--- src/rtl/hub_sys_ctl.sv ---
// hub_sys_ctl: hub-slot rotation, cog enables/start pointers, clock config and lock pool.
// Optional lock ownership tracking is enabled by defining HUB_SYS_LOCK_OWNER_EN.
module hub_sys_ctl #(
  parameter int NCOG = 8,
  parameter int NLOCK = 8,
  parameter int CFGW = 8,
  localparam int IDW = $clog2(NCOG),
  localparam int LKW = $clog2(NLOCK)
) (
  input  logic             clk_cog,
  input  logic             res,
  input  logic             ena_bus,
  output logic [IDW-1:0]   slot,
  input  logic             req_e,
  input  logic [2:0]       req_op,
  input  logic [31:0]      req_d,
  output logic             rsp_v,
  output logic [IDW-1:0]   rsp_id,
  output logic [4:0]       rsp_q,
  output logic             rsp_c,
  output logic [NCOG-1:0]  cog_ena,
  output logic [NCOG-1:0]  ptr_w,
  output logic [25:0]      ptr_d,
  output logic [CFGW-1:0]  cfg
);
  logic [IDW-1:0] slot_q, slot_d, rsp_id_q, rsp_id_d, c_new, cid, tgt;
  logic [LKW-1:0] l_new, lid;
  logic [NCOG-1:0] cog_e_q, cog_e_d, cog_ena_q, cog_ena_d, ptr_w_q, ptr_w_d;
  logic [NLOCK-1:0] lock_e_q, lock_e_d, lock_st_q, lock_st_d;
  logic [CFGW-1:0] cfg_q, cfg_d;
  logic [4:0] rq_q, rq_d;
  logic [25:0] sp_q, sp_d;
  logic rsp_v_q, rsp_v_d, rc_q, rc_d, c_all, l_all, go;
`ifdef HUB_SYS_LOCK_OWNER_EN
  logic [IDW-1:0] own_q [NLOCK];
  logic [IDW-1:0] own_d [NLOCK];
`endif

  always_comb begin
    c_new = IDW'(NCOG-1);
    for (int i = NCOG-1; i >= 0; i--) if (!cog_e_q[i]) c_new = IDW'(i);
    l_new = LKW'(NLOCK-1);
    for (int i = NLOCK-1; i >= 0; i--) if (!lock_e_q[i]) l_new = LKW'(i);
    c_all = &cog_e_q;
    l_all = &lock_e_q;
    cid = req_d[IDW-1:0];
    lid = req_d[LKW-1:0];
    tgt = req_d[5] ? c_new : cid;
    go = ena_bus & req_e;
    slot_d = ena_bus ? slot_q + 1'b1 : slot_q;
    cog_e_d = cog_e_q;
    lock_e_d = lock_e_q;
    lock_st_d = lock_st_q;
    cfg_d = cfg_q;
`ifdef HUB_SYS_LOCK_OWNER_EN
    own_d = own_q;
`endif
    rsp_v_d = go;
    rsp_id_d = go ? slot_q : rsp_id_q;
    rq_d = rq_q;
    rc_d = rc_q;
    ptr_w_d = '0;
    sp_d = sp_q;
    if (go) begin
      case (req_op)
        3'b000: begin cfg_d = req_d[CFGW-1:0]; rq_d = '0; rc_d = 1'b0; end
        3'b001: begin rq_d = 5'(slot_q); rc_d = 1'b0; end
        3'b010: begin
          if (req_d[5] && c_all) begin
            rq_d = 5'(c_new);
            rc_d = 1'b1;
          end else begin
            cog_e_d[tgt] = 1'b1;
            ptr_w_d = NCOG'(1) << tgt;
            sp_d = req_d[31:6];
            rq_d = 5'(tgt);
            rc_d = c_all;
          end
        end
        3'b011: begin
          cog_e_d[cid] = 1'b0;
          rq_d = 5'(cid);
          rc_d = 1'b0;
`ifdef HUB_SYS_LOCK_OWNER_EN
          for (int i = 0; i < NLOCK; i++)
            if (lock_e_q[i] && own_q[i] == cid) begin
              lock_e_d[i] = 1'b0;
              lock_st_d[i] = 1'b0;
            end
`endif
        end
        3'b100: begin
          if (!l_all) lock_e_d[l_new] = 1'b1;
`ifdef HUB_SYS_LOCK_OWNER_EN
          if (!l_all) own_d[l_new] = slot_q;
`endif
          rq_d = 5'(l_new);
          rc_d = l_all;
        end
        3'b101: begin
          rq_d = 5'(lid);
          rc_d = l_all;
`ifdef HUB_SYS_LOCK_OWNER_EN
          // a foreign return is refused and flagged through carry
          if (lock_e_q[lid] && own_q[lid] != slot_q) rc_d = 1'b1;
          else lock_e_d[lid] = 1'b0;
`else
          lock_e_d[lid] = 1'b0;
`endif
        end
        3'b110, 3'b111: begin
          rc_d = lock_st_q[lid];
          lock_st_d[lid] = ~req_op[0];
          rq_d = 5'(lid);
        end
      endcase
    end
    // a (re)started cog is held off for one slot period by its pointer strobe
    cog_ena_d = ena_bus ? cog_e_d & ~ptr_w_d : cog_ena_q;
  end

  always_ff @(posedge clk_cog or posedge res) begin
    if (res) begin
      slot_q <= '0;
      cog_e_q <= NCOG'(1);
      cog_ena_q <= '0;
      lock_e_q <= '0;
      lock_st_q <= '0;
      cfg_q <= '0;
      rsp_v_q <= 1'b0;
      rsp_id_q <= '0;
      rq_q <= '0;
      rc_q <= 1'b0;
      ptr_w_q <= '0;
      sp_q <= '0;
`ifdef HUB_SYS_LOCK_OWNER_EN
      for (int i = 0; i < NLOCK; i++) own_q[i] <= '0;
`endif
    end else begin
      slot_q <= slot_d;
      cog_e_q <= cog_e_d;
      cog_ena_q <= cog_ena_d;
      lock_e_q <= lock_e_d;
      lock_st_q <= lock_st_d;
      cfg_q <= cfg_d;
      rsp_v_q <= rsp_v_d;
      rsp_id_q <= rsp_id_d;
      rq_q <= rq_d;
      rc_q <= rc_d;
      ptr_w_q <= ptr_w_d;
      sp_q <= sp_d;
`ifdef HUB_SYS_LOCK_OWNER_EN
      own_q <= own_d;
`endif
    end
  end

  assign slot = slot_q;
  assign rsp_v = rsp_v_q;
  assign rsp_id = rsp_id_q;
  assign rsp_q = rq_q;
  assign rsp_c = rc_q;
  assign cog_ena = cog_ena_q;
  assign ptr_w = ptr_w_q;
  assign ptr_d = sp_q;
  assign cfg = cfg_q;
endmodule

--- config.mk ---
export PLATFORM = sky130hd
export DESIGN_NAME = hub_sys_ctl
export DESIGN_NICKNAME = d
export VERILOG_FILES = /design/src/rtl/hub_sys_ctl.sv
export SDC_FILE = /design/constraint.sdc
export NUM_CORES = 1
export LEC_CHECK = 0
export CAP_MARGIN = 20
export CORE_MARGIN = 8
export CORE_UTILIZATION = 40
export CTS_CLUSTER_SIZE = 20
export DETAILED_ROUTE_END_ITERATION = 12
export DONT_BUFFER_PORTS = 1
export GPL_TIMING_DRIVEN = 0
export PLACE_DENSITY_LB_ADDON = 0.25
export SLEW_MARGIN = 20
export SYNTH_ARGS = -nofsm -noshare
export SYNTH_HDL_FRONTEND = slang
export SYNTH_SLANG_ARGS = --single-unit
--- constraint.sdc ---
create_clock -name clk_cog -period 3.5 [get_ports clk_cog]
set_clock_uncertainty 0.05 [all_clocks]
set_input_delay 0.525 -clock clk_cog [delete_from_list [all_inputs] [get_ports clk_cog]]
set_output_delay 0.525 -clock clk_cog [all_outputs]
set_load 0.01 [all_outputs]
==> Yosys cells after proc, flatten, opt, wreduce, memory -nomap -nowiden <==
Index checks and enable logic that the tools add are counted.
Widths: inputs -> output; s select.
{ "totals": {"ff_bits": 87, "inputBits": 39, "output_inout_bits": 63, "wordCells": 90} }
{ "op_classes": {"addsub": 1, "n_lt_le_gt_ge": 6, "n_eq_ne": 8, "n_shift": 1, "muxes": 36, "bitwise_logic": 10, "n_reduce_logical": 16} }
{ "op_table": {"columns": ["op", "n"], "rows": [
  ["$mux 8", 6],
  ["$mux 3", 14],
  ["$pmux 8 s2", 2],
  ["$pmux 5 s5", 1],
  ["$and 8x8->8", 3],
  ["$not 8->8", 2],
  ["$or 8x8->8", 2],
  ["$reduce_and 8->1", 2],
  ["$eq 3x3->1 const B", 4],
  ["$lt 3x4->1 const B", 3],
  ["$demux 1 s3", 3],
  ["$ge 3x1->1 const B", 3],
  ["$bwmux 8", 1],
  ["$shl 1x3->8 const A", 1],
  ["$mux 1", 7],
  ["$eq 3x2->1 const B", 2],
  ["$reduce_and 3->1", 2],
  ["$logic_and 1x1->1", 4],
  ["$pmux 1 s4", 1],
  ["$reduce_and 2->1", 2],
  ["$reduce_or 2->1", 2],
  ["$reduce_or 4->1", 1],
  ["$add 3x1->3 const B", 1],
  ["$bmux 1 s3", 1],
  ["other kinds (7)", 8]
]} }

==> Depth between registers and ports, before layout <==
Gate-level depths: netlist of the first run.
{ "logic_depth": {"word_depth": 17, "mapped_depth": 7, "depth_no_buf": 6} }

==> Least setup slack after synthesis of the first run <==
No wires, ideal clock.
{ "synth_timing": {"path_kind": "input-to-reg", "from": "input port req_op[0]", "to": "register sp_q[0], in the netlist ptr_d[0]", "setup_time_ns": 0.125, "t_arrival_ns": 1.924, "required_ns": 3.325, "path_slack_ns": 1.402, "stages": 7, "n_path_buf": 3, "cell_sequence": "or3b_1 buf_2 nor2_4 a21boi_2 buf_4 buf_6 mux2_2"} }
{ "synth_via": {"elab_chain_cells": 2} }
{ "synth_lines": {"columns": ["element", "line", "text"], "rows": [
  ["from (decl)", "15", "input logic [2:0] req_op,"],
  ["$eq 3x2->1", "65", "case (req_op)"],
  ["$reduce_and 3->1 (no line)", null, null],
  ["to (signal assigned)", "151", "sp_q <= sp_d;"],
  ["to (decl)", "32", "logic [25:0] sp_q, sp_d;"]
]} }
No other way between the ends.
A chain may end at the register's enable or synchronous reset.

==> Final worst setup path of the first run <==
{ "layout_timing": {"from": "input port ena_bus", "to": "register cfg_q[5], in the netlist cfg[5]"} }
{ "layout_via": {"elab_chain_cells": 2} }
{ "layout_lines": {"columns": ["element", "line", "text"], "rows": [
  ["from (decl)", "12", "input logic ena_bus,"],
  ["$and 1x1->1", "49", "go = ena_bus & req_e;"],
  ["$reduce_and 2->1 (no line)", null, null],
  ["to (signal assigned)", "145", "cfg_q <= cfg_d;"],
  ["to (decl)", "30", "logic [CFGW-1:0] cfg_q, cfg_d;"]
]} }
No other way between the ends.

==> impl_metrics.ini, run 1 <==
[status]
status = finished, violations left
violations_in_the_final_reports = hold timing

[sta]
unrepaired_setup_endpoints_after_global_routing = false
setup_viol = 0
fmax_mhz = 498.6
tightest_slew_ns = 0.9607
worst_hold_slack_ns = -0.001199
period_minus_slack_ns = 2.006
slew-limit-headroom_pct = 35.42
fin_crit_sh_pct = 57.31
timing.final.max_slew_violations = 0
hold_viol_final = 1

[cells_and_area]
multi_input_combinational_cell_area_sq_mm = 0.001520
layout.cells.most_common_list = 84 x dfrtp_1, 39 x nand2_1, 36 x mux2_2
design.final.nets = 394
flow.area_growth_from_synthesis_pct = 10.93
final.fill_count = 865
final-seq-area_sq_mm = 0.002128
proportion_of_layout_cells_with_a_drive_suffix_above_1_pct = 20.06
antenna-diode-count = 0
final_util_pct = 45.63
layout.cells.most_common = dfrtp_1

[logic_synthesis]
synthFlopType = dfrtp_1
synth_enable_flop_cells = 0
syn-cell-area_sq_mm = 0.003801
synth_cell_types = 59
synth-seq-area-share_pct = 55.99
asyncSetResetFlopFracSynth_pct = 100.0
mean_cell_area_of_the_mapped_netlist_sq_um = 11.15
synthesis.yosys.warnings = 0
yosys_register_bits = 85
synth_cells = 341

[routing]
vias = 2624
routedWlPerCell_um = 18.72
initial_drc_count = 184
antenna_left = 0
detail_route.vias_per_cell = 5.377
dr.pass1.iters = 4
detail_route.drc_violations = 0
wl_mm = 9.136

[placement]
place.gp.congestion = 0.8863
port-buffer-count = 0
post-dp-hpwl_mm = 7.000

[worst_setup_path]
critPathTopFamily = simple AND/OR/NAND/NOR gates
worst-endpoint-arrival_ns = 2.20
crit_cells = 5
setup.worst_path.class = primary input to flip-flop
worst-endpoint-required_ns = 3.70
critical_path.reg2reg.endpoint = rsp_c$_DFFE_PP0P_
cp_slowest_cell = nor4_2
ff2ff_path_depth = 6
critPathMaxFanout = 10
reg2reg_from = lock_e_q[0]$_DFFE_PP0P_
critical_path.cell_chain = buf_4, nand2_1, buf_2, nor4_2, mux2_2
critical_path.startpoint_type = primary input
crit_buf_inv = 2
worst-r2r-setup-slack_ns = 1.53
max_stage_delay_on_crit_path_ns = 0.73
timing.critical_path.to_type = flip-flop

[power]
peak_supply_drop_uv = 192.7
leakagePower_uw = 0.001824
cellPowerDensity_mw_per_mm2 = 583.3

[global_routing]
grt_remaining_overflow = 0
initial_antenna_violation_count = 0
grt_start_max_net_pins = 51
first_global_vias = 2643
grt.total_usage_pct = 14.64
grt_pass1_wl_mm = 14.81

[cts]
cts_tree = done
cts_root_buf = clkbuf_8
hold_buffers = 0
clockBufferDepth = 2
tritoncts_buffers = 9
postCtsSetupBuffers = 0
clock_sinks = 85
cts_resized = 0
worstSkewPairLatency_ns = 0.35
clk_pin_slew_ns = 0.09
ctsHtreeMaxLevel = 3

[run]
maxCapViolCount = 0

[floorplan]
dieHeight_um = 113.5
placementRows = 35
chipWidth_um = 113.5
floorplan.die_area_sq_mm = 0.01288
pin_count = 102
effective_utilization_at_floorplan_pct = 41.14
placeableCoreArea_sq_mm = 0.009240

[hold_path]
worstHoldPathType = primary input to async pin
-- stage by stage --
| stage | cells | setup WS [ns] | area, sq um | total power, uW | TNS [ns] |
|---|---|---|---|---|---|
| 2_1_floorplan | 342 | 0.7332 | 3805 | 1608 | 0 |
| 3_3_place_gp | 471 | -0.1471 | 3966 | 1707 | -11.88 |
| 3_5_place_dp | 472 | 1.091 | 3996 | 1725 | 0 |
| 4_1_cts | 488 | 1.474 | 4217 | 2502 | 0 |
| 5_1_grt | 488 | 1.282 | 4217 | 2601 | 0 |
| 6_report | 488 | 1.494 | 4217 | 2459 | 0 |
-- flip-flops by register name, indices dropped and copies added (netlist names) --
name       cells
ptr_d         26
cfg            8
cog_ena        8
lock_st_q      8
rsp_v          1
rsp_q          3
lock_e_q       8
ptr_w          8
slot           3
cog_e_q        8
rsp_id         3
rsp_c          1
-- cells in the mapped netlist (all sizes together) (2+ instances only) --
library cell	n	area, sq um
nand3	14	70.07
a31oi	4	25.02
nor3	6	30.03
o221ai	3	26.28
o31ai	5	37.54
and2	2	12.51
or3	2	12.51
nor2	19	78.82
buf	8	62.56
mux2	36	405.4
o22ai	6	37.54
a21oi	5	25.02
nand4	3	18.77
clkbuf	10	37.54
and3	2	12.51
nor3b	2	15.01
o22a	2	17.52
o2bb2ai	2	17.52
nor4	3	25.02
nor2b	7	43.79
o21a	6	45.04
a22o	3	26.28
a2bb2oi	2	17.52
o21ai	18	90.09
a21boi	3	26.27
nand2	39	146.4
o211ai	2	15.01
nand2b	4	25.02
inv	15	56.30
a211oi	2	15.01
dfrtp	84	2102
-- power by group --
group	switching, uW	internal [uW]
combinational	159	161
sequential	216	1160
clock	361	406
-- how the worst max path moves through the flow --
stage | from | to | slack, ns
after floorplan | res | cfg[0]$_DFFE_PP0P_ | 0.73
after global placement | res | lock_e_q[3]$_DFFE_PP0P_ | -0.15
final | ena_bus | cfg[5]$_DFFE_PP0P_ | 1.49
after CTS | ena_bus | cfg[3]$_DFFE_PP0P_ | 1.47
after detailed placement | ena_bus | cfg[3]$_DFFE_PP0P_ | 1.09
after global routing | lock_e_q[0]$_DFFE_PP0P_ | lock_e_q[0]$_DFFE_PP0P_ | 1.28
-- metal layers --
layer | track usage, % | part of all wire, %
met2 | 23.63 | 49
met1 | 16.97 | 40
met4 | 5.684 | 2.2
met3 | 6.022 | 8.8
met5 | 0 | 0
-- layout make-up --
type / instances / share of cell area [%]
sequential: 85 / 50.47
multi-input combinational: 224 / 36.05
tap: 129 / 3.828
clock buffer: 9 / 2.938
buffer: 18 / 2.374
clock inverter: 7 / 2.285
inverter: 15 / 1.395
timing repair buffer: 1 / 0.6528
-- worst register-to-register path, cell delays in order, from the launching register on --
cell      delay (ns)
dfrtp_1         0.33
clkbuf_1        0.29
nand2_1         0.11
nor4_1          0.50
nor2_1          0.10
a311oi_1        0.37
a221o_1         0.16
-- cells by family (layout without fill, tap and decap cells) --
group,after synthesis,in the layout,share of synthesized area [%]
adder cells (fa/ha/maj),1,1,0.3291
AND/OR/NAND/NOR,110,110,14.71
XOR/XNOR,2,2,0.4609
flip-flops,85,85,55.99
other,1,2,0.09865
multiplexers,37,37,10.93
buffers and inverters,33,50,4.115
AO/OA/AOI/OAI,72,72,13.36
No activity file was read; power rests on OpenSTA's default activity.
==> inputs of run 2 (changes only) <==
--- a/config.mk
+++ b/config.mk
@@ -5,6 +5,7 @@
 export SDC_FILE = /design/constraint.sdc
 export NUM_CORES = 1
 export LEC_CHECK = 0
+export ABC_AREA = 1
 export CAP_MARGIN = 20
 export CORE_MARGIN = 8
 export CORE_UTILIZATION = 40
==> constraint.sdc (replaced) <==
create_clock -name clk_cog -period 1.93 [get_ports clk_cog]
set_clock_uncertainty 0.05 [all_clocks]
set_input_delay 0.2895 -clock clk_cog [delete_from_list [all_inputs] [get_ports clk_cog]]
set_output_delay 0.2895 -clock clk_cog [all_outputs]
set_load 0.01 [all_outputs]
==> impl_metrics.ini, run 2 <==
[placement]
port-buffer-count = 0
place.gp.congestion = 0.8930
post-dp-hpwl_mm = 7.548

[cells_and_area]
design.final.nets = 547
largest_register_ffs = 26
antenna-diode-count = 0
flow.area_growth_from_synthesis_pct = 17.40
layout.cells.most_common = nand2_1
final.fill_count = 924
layout.cells.most_common_list = 183 x nand2_1, 84 x dfrtp_1, 39 x inv_1
proportion_of_layout_cells_with_a_drive_suffix_above_1_pct = 10.55

[power]
cellPowerDensity_mw_per_mm2 = 977.7
peak_supply_drop_uv = 475.1
leakagePower_uw = 0.002351

[routing]
met2_wirelength_mm = 4.173
wl_mm = 9.898
initial_drc_count = 223
top_layer_used = met4
vias = 3199
detail_route.vias_per_cell = 4.960
routedLengthMet1_mm = 4.198
detail_route.drc_violations = 0
antenna_left = 0
dr.pass1.iters = 6
routedWlPerCell_um = 15.35
routed-wl-met3_mm = 1.379

[hold_path]
min_delay_path_depth = 2
holdCritStartpoint = req_d[27]
worstHoldPathType = primary input to flip-flop
min_to = ptr_d[21]$_DFFE_PP0P_

[floorplan]
pin_count = 102
effective_utilization_at_floorplan_pct = 40.59
placementRows = 36
placeableCoreArea_sq_mm = 0.009639
chipWidth_um = 114.9
dieHeight_um = 114.9
floorplan.die_area_sq_mm = 0.01320

[cts]
cts_root_buf = clkbuf_8
cts_tree = done
ctsHtreeMaxLevel = 3
worstSkewPairLatency_ns = 0.35
clk_pin_slew_ns = 0.09
clock_sinks = 85
clockBufferDepth = 2
tritoncts_buffers = 9

[worst_setup_path]
worst-endpoint-required_ns = 2.13
critPathMaxFanout = 5
timing.critical_path.to_type = flip-flop
worst-r2r-setup-slack_ns = 0.16
critical_path.startpoint_type = flip-flop
critical_path.reg2reg.endpoint = cog_ena[6]$_DFFE_PP0P_
reg2reg_from = cog_e_q[0]$_DFF_PP1_
setup.worst_path.class = flip-flop to flip-flop
worst-endpoint-arrival_ns = 1.98
ff2ff_path_depth = 9

[sta]
fmax_mhz = 563.6
hold_viol_final = 0
slew-limit-headroom_pct = 59.20
timing.final.max_slew_violations = 0
tightest_slew_ns = 0.6073
worst_hold_slack_ns = 0.009198
setup-tns-final_ns = 0
fin_crit_sh_pct = 91.93
period_minus_slack_ns = 1.774
setup_viol = 0

[logic_synthesis]
yosys_register_bits = 85
synth-adder-area-share_pct = 0.3198
synth_cell_types = 38
syn-cell-area_sq_mm = 0.003913
synthesized_area_fraction_occupied_by_xor_and_xnor_cells_pct = 0.4477
synthesis.yosys.warnings = 0
mean_cell_area_of_the_mapped_netlist_sq_um = 8.342
synth-seq-area-share_pct = 54.40
synthFlopType = dfrtp_1
synth_top_cells_by_area = dfrtp_1 54%, nand2_1 18%, o21ai_0 4.2%, inv_1 3.8%, nand3_1 2.6%
post-synth-top-count-cell = nand2_1
post_synth_most_frequent_cells = 183 x nand2_1, 84 x dfrtp_1, 40 x inv_1
synthMuxAreaShare_pct = 0.5756
synth_top_area_cell = dfrtp_1
asyncSetResetFlopFracSynth_pct = 100.0
post_synth_and_or_nand_nor_area_fraction_pct = 27.82
synth_enable_flop_cells = 0
largest_family_of_logic_cells_by_synthesized_area = simple AND/OR/NAND/NOR gates
synth_compound_gate_area_share_pct = 8.634
synth_cells = 469
netlist.area_leader.share_pct = 53.73

[global_routing]
grt.total_usage_pct = 15.67
grt_start_max_net_pins = 34
grt_remaining_overflow = 0
initial_antenna_violation_count = 0
grt_pass1_wl_mm = 16.42
first_global_vias = 3111

[run]
maxCapViolCount = 0

[status]
status = complete, no violations
[run 2: layer usage]
layer  up-vias  GRT usage [%]
met4         0          5.692
met3        13          6.460
li1       1563              -
met1      1498          20.07
met5         -              0
met2       125          23.23
[run 2: through the flow]
step	total power [uW]	util [%]	worst slack, ns	instances	instance area [sq um]
after floorplan	2902	-	0.4504	470	3920
after global placement	3092	42.39	0.1743	603	4086
after detailed placement	3126	42.81	0.2069	605	4126
after CTS	4552	47.44	0.1851	644	4573
after global routing	4775	47.65	-0.003999	645	4593
final	4491	47.65	0.1558	645	4593
[run 2: worst max path at each step]
stage,start,end,slack [ns]
after floorplan,cog_e_q[0]$_DFF_PP1_,cog_ena[6]$_DFFE_PP0P_,0.45
after global placement,res,lock_e_q[5]$_DFFE_PP0P_,0.17
after detailed placement,cog_e_q[0]$_DFF_PP1_,cog_ena[6]$_DFFE_PP0P_,0.21
after CTS,cog_e_q[6]$_DFF_PP0_,cog_ena[0]$_DFFE_PP0P_,0.19
after global routing,cog_e_q[0]$_DFF_PP1_,cog_ena[6]$_DFFE_PP0P_,-0.004
final,cog_e_q[0]$_DFF_PP1_,cog_ena[6]$_DFFE_PP0P_,0.16
[run 2: cells by family (layout without fill, tap and decap cells)]
logic type / after synthesis / after routing
mux: 2 / 2
buf+inv: 64 / 106
compound gates: 62 / 62
flops: 85 / 85
xor+xnor: 2 / 2
fa+ha+maj: 1 / 1
other cells: 1 / 2
simple gates: 252 / 252
[run 2: repair_timing]
action / in CTS / in global routing
hold buffers: 23 / 0
endpoints found under the hold margin: 45 / 0
endpoints found under the setup margin: 0 / 3
setup buffers: 0 / 1
gates resized for setup: 0 / 3
[run 2: area by class of cell]
class	count	area [sq um]	area share (%)
clock inverter	5	85.08	1.852
timing repair buffer	26	277.8	6.047
inverter	47	180.2	3.923
buffer	17	125.1	2.724
clock buffer	11	131.4	2.860
multi-input combinational	321	1499	32.63
sequential	85	2128	46.34
tap	133	166.4	3.623
[run 2: where the power goes]
part           total, uW  internal, uW  switching, uW  leakage [uW]
logic                645           268            377       0.00115
registers           2480          2090            386       0.00109
clock network       1370           735            635      0.000104
total               4490          3090           1400       0.00235
[run 2: worst max-delay path: stages (launching register included)]
cell and delay [ns]:
dfstp_2 0.56, nand3_1 0.11, inv_1 0.07, nand2_1 0.05
nand2_1 0.15, nand2_1 0.16, nor2_4 0.17, nand4_1 0.18
nand4_1 0.12, nand2_1 0.06
==> inputs of run 3 (changes only) <==
--- a/config.mk
+++ b/config.mk
@@ -7,8 +7,8 @@
 export LEC_CHECK = 0
 export ABC_AREA = 1
 export CAP_MARGIN = 20
-export CORE_MARGIN = 8
 export CORE_UTILIZATION = 40
+export CTS_BUF_LIST = sky130_fd_sc_hd__clkbuf_16
 export CTS_CLUSTER_SIZE = 20
 export DETAILED_ROUTE_END_ITERATION = 12
 export DONT_BUFFER_PORTS = 1
==> impl_metrics.ini, run 3 (synthesized netlist as in run 2, its figures left out) <==
[status]
status = complete, no violations

[cells_and_area]
proportion_of_layout_cells_with_a_drive_suffix_above_1_pct = 10.47
design.final.nets = 524
final_cell_count_no_fill = 616
final.fill_count = 917
largest_register_ffs = 26
final_util_pct = 47.06
layout.cells.most_common_list = 183 x nand2_1, 84 x dfrtp_1, 39 x inv_1
layout.cells.most_common = nand2_1
antenna-diode-count = 0
flow.area_growth_from_synthesis_pct = 12.73

[routing]
vias = 3128
detail_route.vias_per_cell = 5.078
antenna_left = 0
dr.pass1.iters = 5
wl_mm = 9.045
detail_route.drc_violations = 0
routedWlPerCell_um = 14.68
initial_drc_count = 160

[floorplan]
floorplan.die_area_sq_mm = 0.01018
placeableCoreArea_sq_mm = 0.009371
placementRows = 35
effective_utilization_at_floorplan_pct = 41.75
chipWidth_um = 100.9
dieHeight_um = 100.9
pin_count = 102

[sta]
timing.final.max_slew_violations = 0
hold_viol_final = 0
tightest_slew_ns = 0.6118
slew-limit-headroom_pct = 59.13
period_minus_slack_ns = 1.740
fmax_mhz = 574.8
fin_crit_sh_pct = 90.13
unrepaired_setup_endpoints_after_global_routing = false
setup-tns-final_ns = 0
worst_hold_slack_ns = 0.01887
setup_viol = 0

[placement]
place.gp.congestion = 0.9261
post-dp-hpwl_mm = 6.832
dpl.cell_count = 601
port-buffer-count = 0

[worst_setup_path]
timing.critical_path.to_type = flip-flop
worst-endpoint-required_ns = 2.10
worst-endpoint-arrival_ns = 1.91
critical_path.startpoint_type = flip-flop
setup.worst_path.class = flip-flop to flip-flop
critPathMaxFanout = 10

[global_routing]
initial_antenna_violation_count = 0
first_global_vias = 2847
grt_start_max_net_pins = 34
grt.total_usage_pct = 18.42
grt_remaining_overflow = 0
grt_pass1_wl_mm = 14.39

[cts]
ctsHtreeMaxLevel = 3
clock_sinks = 85
cts_root_buf = clkbuf_16
tritoncts_buffers = 9
cts_resized = 0
cts_tree = done
worstSkewPairLatency_ns = 0.33
clk_pin_slew_ns = 0.06
clockBufferDepth = 2

[power]
leakagePower_uw = 0.002291
peak_supply_drop_uv = 439.7
cellPowerDensity_mw_per_mm2 = 1068

[run]
maxCapViolCount = 0

[hold_path]
worstHoldPathType = primary input to flip-flop
[run 3: area by class of cell]
| class | count | area [sq um] | share of cell area, % |
|---|---|---|---|
| Clock buffer | 9 | 225.2 | 5.106 |
| Tap cell | 129 | 161.4 | 3.660 |
| Multi-Input combinational cell | 321 | 1486 | 33.70 |
| Clock inverter | 5 | 53.80 | 1.220 |
| Buffer | 17 | 125.1 | 2.837 |
| Timing Repair Buffer | 3 | 50.05 | 1.135 |
| Inverter | 47 | 180.2 | 4.085 |
| Sequential cell | 85 | 2128 | 48.26 |
[run 3: layer usage]
layer,wire [um],up-vias,share of wire (%),global-route usage [%]
li1,-,1519,-,-
met1,4060,1453,45,23.91
met2,4022,149,44,29.56
met3,879,7,9.7,5.201
met4,83,0,0.92,6.355
met5,0,-,0,0
[run 3: final timing paths]
kind / start / end / slack (ns) / depth (start not counted)
max: cog_e_q[6]$_DFF_PP0_ / cog_ena[0]$_DFFE_PP0P_ / 0.19 / 13
min: req_d[15] / ptr_d[9]$_DFFE_PP0P_ / 0.02 / 2
max reg2reg: cog_e_q[6]$_DFF_PP0_ / cog_ena[0]$_DFFE_PP0P_ / 0.19 / 13
min reg2reg: lock_st_q[2]$_DFFE_PP0P_ / lock_st_q[2]$_DFFE_PP0P_ / 0.45 / 2
max in group asynchronous: res / lock_e_q[5]$_DFFE_PP0P_ / 0.62 / 4
min in group asynchronous: res / cog_ena[5]$_DFFE_PP0P_ / 0.46 / 2
[run 3: worst max-delay path, cell delays in order (launching register included)]
cell     delay (ns)
dfrtp_1        0.38
inv_1          0.10
nand2_1        0.05
nand2_1        0.05
nand2_1        0.04
nand2_1        0.06
nand2_1        0.05
nand2_1        0.07
nand2_1        0.06
buf_2          0.18
nor3_1         0.24
nand2_1        0.13
nand3_1        0.10
nand2_1        0.06
[run 3: stage by stage]
step	setup slack [ns]	power, uW	instance area (sq um)
detailed placement	0.2310	3104	4121
CTS	0.2164	4769	4410
floorplan	0.4504	2902	3920
finish	0.1904	4711	4410
global route	0.01055	4971	4410
global placement	0.1785	3066	4081
[run 3: what timing repair did]
action	CTS	global route
endpoints found under the hold margin	27	0
hold buffers	1	0
setup buffers	0	0
[run 3: power by group]
group	switching (uW)	total, uW	internal [uW]
Clock	657	1640	982
Sequential	371	2470	2100
Combinational	367	606	238
